[config.mk]
export PLATFORM = sky130hd
export DESIGN_NAME = mem_stage
export DESIGN_NICKNAME = d
export VERILOG_FILES = /design/src/rtl/mem_stage.sv
export SDC_FILE = /design/constraint.sdc
export NUM_CORES = 1
export LEC_CHECK = 0
export CORE_AREA = 2 2 241 243
export DETAILED_ROUTE_END_ITERATION = 6
export DIE_AREA = 0 0 243 245
export PLACE_DENSITY = 0.54
export SLEW_MARGIN = 20
export SYNTH_ARGS = -nofsm -noshare
export SYNTH_HDL_FRONTEND = slang
export SYNTH_SLANG_ARGS = --single-unit
[constraint.sdc]
create_clock -name clk -period 5.8 [get_ports clk]
set_input_delay 1.16 -clock clk [delete_from_list [all_inputs] [get_ports clk]]
set_output_delay 1.16 -clock clk [all_outputs]
set_load 0.005 [all_outputs]
[src/rtl/mem_stage.sv]
// mem_stage: pipeline memory stage; EX/MEM in, valid/ready data-memory port with sized/aligned access, stall_out, registered MEM/WB results out
module mem_stage #(
  parameter int DATA_WIDTH = 64,
  parameter int REG_ID_WIDTH = 5
) (
  input  logic                    clk,
  input  logic                    reset,
  input  logic                    valid_in,
  input  logic [DATA_WIDTH-1:0]   alu_res_in,
  input  logic [DATA_WIDTH-1:0]   write_data_in,
  input  logic [2:0]              funct3_in,
  input  logic [2:0]              mem_control_in,
  input  logic [1:0]              wb_control_in,
  input  logic [REG_ID_WIDTH-1:0] dest_in,
  input  logic [DATA_WIDTH-1:0]   target_in,
  input  logic                    branch_decision_in,
  output logic                    stall_out,
  output logic                    req_valid,
  input  logic                    req_ready,
  output logic [DATA_WIDTH-1:0]   req_addr,
  output logic                    req_we,
  output logic [DATA_WIDTH-1:0]   req_wdata,
  output logic [7:0]              req_wstrb,
  input  logic                    resp_valid,
  input  logic [DATA_WIDTH-1:0]   resp_rdata,
  output logic                    valid_out,
  output logic [DATA_WIDTH-1:0]   mem_data_out,
  output logic [DATA_WIDTH-1:0]   alu_res_out,
  output logic [REG_ID_WIDTH-1:0] dest_out,
  output logic [1:0]              wb_control_out,
  output logic                    pc_src_out,
  output logic [DATA_WIDTH-1:0]   target_out,
  output logic                    misaligned_out
);
  typedef enum logic [1:0] {IDLE, REQ, WAIT} state_t;
  state_t state, state_nx;
  logic [DATA_WIDTH-1:0] addr_q, wdata_q, shifted, load_data;
  logic [REG_ID_WIDTH-1:0] dest_q;
  logic [2:0] funct3_q;
  logic [1:0] wb_q, size;
  logic we_q, accept, mem_op, misaligned;
  assign accept = state == IDLE && valid_in;
  assign mem_op = mem_control_in[1] | mem_control_in[0];
  assign size = funct3_in[1:0];
  assign misaligned = (size == 2'd1 && alu_res_in[0]) || (size == 2'd2 && |alu_res_in[1:0]) ||
                      (size == 2'd3 && |alu_res_in[2:0]);
  assign shifted = resp_rdata >> {addr_q[2:0], 3'b000};
  assign load_data = funct3_q == 3'b000 ? {{56{shifted[7]}}, shifted[7:0]} :
                     funct3_q == 3'b001 ? {{48{shifted[15]}}, shifted[15:0]} :
                     funct3_q == 3'b010 ? {{32{shifted[31]}}, shifted[31:0]} :
                     funct3_q == 3'b100 ? {56'd0, shifted[7:0]} :
                     funct3_q == 3'b101 ? {48'd0, shifted[15:0]} :
                     funct3_q == 3'b110 ? {32'd0, shifted[31:0]} : shifted;
  always_ff @(posedge clk) begin
    if (reset) begin
      state <= IDLE;
      addr_q <= '0;
      wdata_q <= '0;
      dest_q <= '0;
      funct3_q <= '0;
      wb_q <= '0;
      we_q <= 1'b0;
      valid_out <= 1'b0;
      mem_data_out <= '0;
      alu_res_out <= '0;
      dest_out <= '0;
      wb_control_out <= '0;
      pc_src_out <= 1'b0;
      target_out <= '0;
      misaligned_out <= 1'b0;
    end else begin
      state <= state_nx;
      valid_out <= 1'b0;
      pc_src_out <= 1'b0;
      misaligned_out <= 1'b0;
      if (accept && mem_op && !misaligned) begin
        addr_q <= alu_res_in;
        wdata_q <= write_data_in;
        funct3_q <= funct3_in;
        we_q <= mem_control_in[0];
        wb_q <= wb_control_in;
        dest_q <= dest_in;
      end else if (accept) begin
        valid_out <= 1'b1;
        mem_data_out <= '0;
        alu_res_out <= alu_res_in;
        dest_out <= dest_in;
        wb_control_out <= {wb_control_in[1] & ~mem_op, wb_control_in[0]};
        pc_src_out <= mem_control_in[2] & branch_decision_in & ~mem_op;
        target_out <= target_in;
        misaligned_out <= mem_op;
      end
      if (state == WAIT && resp_valid) begin
        valid_out <= 1'b1;
        mem_data_out <= we_q ? '0 : load_data;
        alu_res_out <= addr_q;
        dest_out <= dest_q;
        wb_control_out <= wb_q;
      end
    end
  end
  always_comb begin
    state_nx = state == IDLE ? ((accept && mem_op && !misaligned) ? REQ : IDLE) :
               state == REQ  ? (req_ready ? WAIT : REQ) :
                               (resp_valid ? IDLE : WAIT);
  end
  always_comb begin
    stall_out = state != IDLE;
    req_valid = state == REQ;
    req_addr = {addr_q[DATA_WIDTH-1:3], 3'b000};
    req_we = we_q;
    req_wdata = wdata_q << {addr_q[2:0], 3'b000};
    req_wstrb = (funct3_q[1:0] == 2'd0 ? 8'h01 : funct3_q[1:0] == 2'd1 ? 8'h03 :
                 funct3_q[1:0] == 2'd2 ? 8'h0F : 8'hFF) << addr_q[2:0];
  end
endmodule

## Word-level counts from Yosys, hierarchy flattened

Cells that the tools add are included.

- Eq/ne operators: 13
- Bitwise operators: 7
- Multiplexer cells: 30
- Shifts and indexed selects: 3
- Reductions and logical operators: 20

Operators with widths:

| operator | count |
|---|---|
| $mux 64 | 13 |
| $shl 64x6->64 | 1 |
| $shr 64x6->64 | 1 |
| $mux 8 | 3 |
| $mux 5 | 3 |
| $mux 2 | 7 |
| $eq 3x3->1 const B | 3 |
| $eq 2x2->1 const B | 4 |
| $shl 8x3->8 | 1 |
| $logic_and 1x1->1 | 7 |
| $eq 2x1->1 const B | 3 |
| $reduce_or 3->1 | 2 |
| $logic_not 2->1 | 2 |
| $mux 1 | 4 |
| $reduce_and 2->1 | 2 |
| $reduce_bool 2->1 | 2 |
| $and 1x1->1 | 3 |
| $eq 3x1->1 const B | 1 |
| $eq 3x2->1 const B | 1 |
| $logic_not 3->1 | 1 |
| $not 1->1 | 3 |
| $logic_or 1x1->1 | 2 |
| $ne 2x1->1 const B | 1 |
| $reduce_or 2->1 | 1 |
| 2 further kinds | 2 |

- Output and inout port bits: 341
- Word-level logic and storage cells: 88
- Input bits: 275
- Register bits: 343

## Longest topological paths before layout

- Depth after elaboration: 9
- Depth in mapped cells: 9
- Depth with buffers taken out: 5

## Least setup slack after synthesis

OpenSTA, ideal clock, no wires.

- Path type: reg2out
- Start point: register addr_q[1]
- End point: output req_wdata[55]
- Arrival time: 1766 ps
- Cell stages (with the launch flop): 8
- Path slack: 2874 ps
- Buffers on the path: 4
- Cells stage by stage: dfxtp_1 -> buf_4 -> buf_2 -> buf_2 -> buf_2 -> mux2_2 -> o211ai_1 -> o21ai_0

- Cells in the longest elaborated chain, start to end: 1

RTL lines:

| element | line | RTL |
|---|---|---|
| from (decl) | 37 | `logic [DATA_WIDTH-1:0] addr_q, wdata_q, shifted, load_data;` |
| from (signal assigned) | 77 | `addr_q <= alu_res_in;` |
| $shl 64x6->64 | 112 | `req_wdata = wdata_q << {addr_q[2:0], 3'b000};` |
| to (decl) | 22 | `output logic [DATA_WIDTH-1:0] req_wdata,` |

No other way between the ends.

## Worst setup path in the final report

- Start point: register addr_q[1]
- End point: output req_wstrb[4]

- Cells in the longest elaborated chain, start to end: 1

RTL lines:

| element | line | RTL |
|---|---|---|
| $shl 8x3->8 | 113 | `req_wstrb = (funct3_q[1:0] == 2'd0 ? 8'h01 : funct3_q[1:0] == 2'd1 ? 8'h03 :` |
| to (decl) | 23 | `output logic [7:0] req_wstrb,` |

No other way between the ends.

==> results.md <==
* Status: completed
* Pwr Density at between 200 and 300 nW/um^2
* Layout cell share with drive strength beyond 1 at roughly 6%
* CTS buffer count at 42
* Die height at about 250 um
* Total number of H-tree levels at 2
* Critical path class: flop to output pin
* Routability cong. at between 0.8 and 0.9
* Adder-cell area share of the yosys netlist at 0%
* Routed Antenna Nets at 0
* Vias post-DR at 17,200
* Vias in the first global route at approximately 17,000
* DR vias/cell at between 5 and 6
* Grt ovf at 0
* Area of the multi-input gates at around 8600 um^2
* Crit. End Element: output pin
* DRC violations left at 0
* CTS Hold Buffers Added at 0
* Fin crit share at between 70% and 80%
* Post-Syn Instances at ~2,100
* Synthesized flop and latch total at 343
* Final setup fails at 0
* Area delta synth->final at 45.3%
* Complex-gate fraction of the synthesized area at between 20% and 30%
* TritonCTS clock tree: built
* Yosys warns at 0
* Sequential share of the synthesized area at around two fifths
* First-pass GRT wire length at roughly 100 mm
* Primary FF master, synth: dfxtp_1
* Post-CTS Resized at 0
* Max Fanout on Critical Path at between 60 and 70
* Clock transition at the registers of the reported paths at around 60 ps
* DIE AREA at 59,500 um^2
* DR pass1 iterations at 7
* Tmin final at approximately 4500 ps
* Seq. cell area at between 6000 and 7000 um^2
* Io pins at around 600
* Synth Area in Simple Gates at between 10% and 20%
* Crit path launch type: flop
* VDD IR-drop max at 0.175 mV
* HP Class: flop to flop
* Die width at approximately 240 um
* WL/cell at between 20 and 25 um
* Post-synth EDFFs at 0
* FP Rows at 88
* Synth cell types at 56
* Mux contribution to synthesized area at approximately a tenth
* Initial core utilization at 29.4%
* Max cap viols at 0
* Synth Area per Inst at just under 8 um^2
* Latest clock arrival within the worst-skew pair at ~560 ps
* Required @ worst endpoint at roughly 4600 ps
* Largest net degree at the start of global routing at 189
* Critical Path AT at 3350 ps
* Relative slew slack at a little over a quarter
* Root Buffer: clkbuf_16
* Post-CTS Setup Inserts at 0
* Area of the mapped netlist at about 17,000 um^2
* Slew @ Worst Pin at 1100 ps
* Setup TNS at 0 ps
* Leakage at between 8 and 9 nW
* Fin nets at 2,840
* GRT Overall Usage at between 20 and 25%
* FFs w/ async S/R, synth at 0%
* Overall power at between 6 and 7 mW
* Final WL at about 70 mm
* Final Hold Viols at 0
* Initial antenna violation count at 10
* RSZ-0062 raised after global routing: no
* 1st-iter DRT viols at 919
* Sink Count at about 340
* Largest family of logic cells by synthesized area: compound AO/OA/AOI/OAI gates
* Slew Viols, Final at 0
* Skew final at 13.3 ps
* Core area at ~57,000 um^2
* Clock Tree Buf Depth at 3
* XOR/XNOR Fraction of Synth Area at 0%
* Fmax at 0.222 GHz
* Post-DP HPWL at 49.6 mm
* Fillcell total at 5,718
* PortBufs at ~610
==> power breakdown <==
part	total, mW	switching (mW)	internal [mW]
combinational	1.14	0.572	0.573
clock	2.69	1.08	1.61
sequential	2.57	0.0994	2.47
total	6.41	1.75	4.65
==> registers in the layout, summed over array words and instances (netlist names), 3 cells and up <==
| register | cells |
|---|---|
| dest_q | 5 |
| funct3_q | 3 |
| mem_data_out | 64 |
| target_out | 64 |
| addr_q | 64 |
| wdata_q | 64 |
| alu_res_out | 64 |
| dest_out | 5 |
==> kinds of logic (layout without fill, tap and decap cells) <==
| group | after synthesis | in the layout |
|---|---|---|
| AND/OR/NAND/NOR | 820 | 820 |
| other | 1 | 7 |
| buffers and inverters | 262 | 726 |
| multiplexers | 146 | 146 |
| flip-flops | 343 | 343 |
| AO/OA/AOI/OAI | 560 | 560 |
==> cell usage in the layout (no fill, tap or decap), types with 14 or more instances in the layout <==
cell type        synthesis  final
a211oi_1                19     18
a21oi_1                251    251
a22o_1                  46     46
a311oi_1                70     70
and2_1                  21     20
buf_4                   69     25
clkbuf_16                0     44
clkdlybuf4s50_1          0    611
dfxtp_1                343    340
mux2_2                  22     22
mux2i_1                109    109
mux4_2                  14     14
nand2_1                605    604
nor2_1                 149    147
nor2b_1                 14     14
o211ai_1                16     16
o21ai_0                 57     57
o22ai_1                 42     42
==> synthesized netlist by cell type, types with 2 or more instances <==
cell,number,area share [%]
a221o_1,6,0.36
nand3_1,5,0.15
o32ai_1,3,0.16
clkbuf_1,124,2.8
a21oi_1,251,7.5
nor3_1,7,0.21
a311o_1,5,0.30
mux4_2,14,1.9
nand2b_1,6,0.22
mux2_2,22,1.5
nor2b_1,14,0.52
or3_1,2,0.075
a211oi_1,19,0.85
buf_4,69,3.1
o311ai_0,3,0.16
a211o_1,6,0.31
a32oi_1,8,0.42
a22oi_1,2,0.090
a311oi_1,70,3.7
buf_2,48,1.4
o31ai_1,3,0.13
inv_1,8,0.18
o211ai_1,16,0.72
nand3b_1,2,0.090
a22o_1,46,2.4
buf_1,12,0.27
o21ai_1,2,0.060
o22ai_1,42,1.6
nand2_1,605,14
mux2i_1,109,6.5
o21ai_0,57,1.7
o221ai_1,8,0.42
dfxtp_1,343,41
nor2_1,149,3.3
or2_2,5,0.19
and2_1,21,0.78
==> final cells by class <==
class,count,share of cell area [%]
Multi-Input combinational cell,1529,35.5
Antenna cell,4,0.0412
Clock buffer,68,5.43
Sequential cell,343,28.3
Inverter,8,0.123
Timing Repair Buffer,641,26.3
Clock inverter,9,0.422
Tap cell,765,3.93
==> layer usage <==
layer / GRT usage, % / vias to the layer above / wire length, um
li1: - / 8205 / -
met3: 6.02 / 132 / 5180
met4: 8.34 / 14 / 2310
met1: 27.7 / 8255 / 29000
met2: 36.7 / 618 / 33100
met5: 0 / - / 96
==> worst paths after layout <==
kind | startpoint | end | slack [ps] | cells after the start
worst max-delay path | addr_q[1] | req_wstrb[4] | 1290 | 5
worst min-delay path | target_out[31] | target_out[31] | 450 | 2
worst max register to register | addr_q[1] | mem_data_out[16] | 2270 | 6
worst min register to register | target_out[31] | target_out[31] | 450 | 2
==> worst max-delay path, cell delays in order (launching register included) <==
cell             delay (ps)
dfxtp_4                 900
buf_4                   600
or2_2                   320
o21ai_0                 110
a221o_1                 340
clkdlybuf4s50_1         490
==> through the flow <==
stage / hold slack, ps / std cells / instance area, um^2 / util (%) / setup WS (ps)
floorplan: 434 / 2134 / 16700 / - / 2870
global placement: 442 / 3286 / 22900 / 40.1 / 1650
detailed placement: 447 / 3286 / 22900 / 40.1 / 1630
CTS: 454 / 3363 / 24300 / 42.6 / 1230
global route: 465 / 3366 / 24300 / 42.6 / 1100
finish: 451 / 3367 / 24300 / 42.6 / 1290
(Power assumes the default switching activity.)
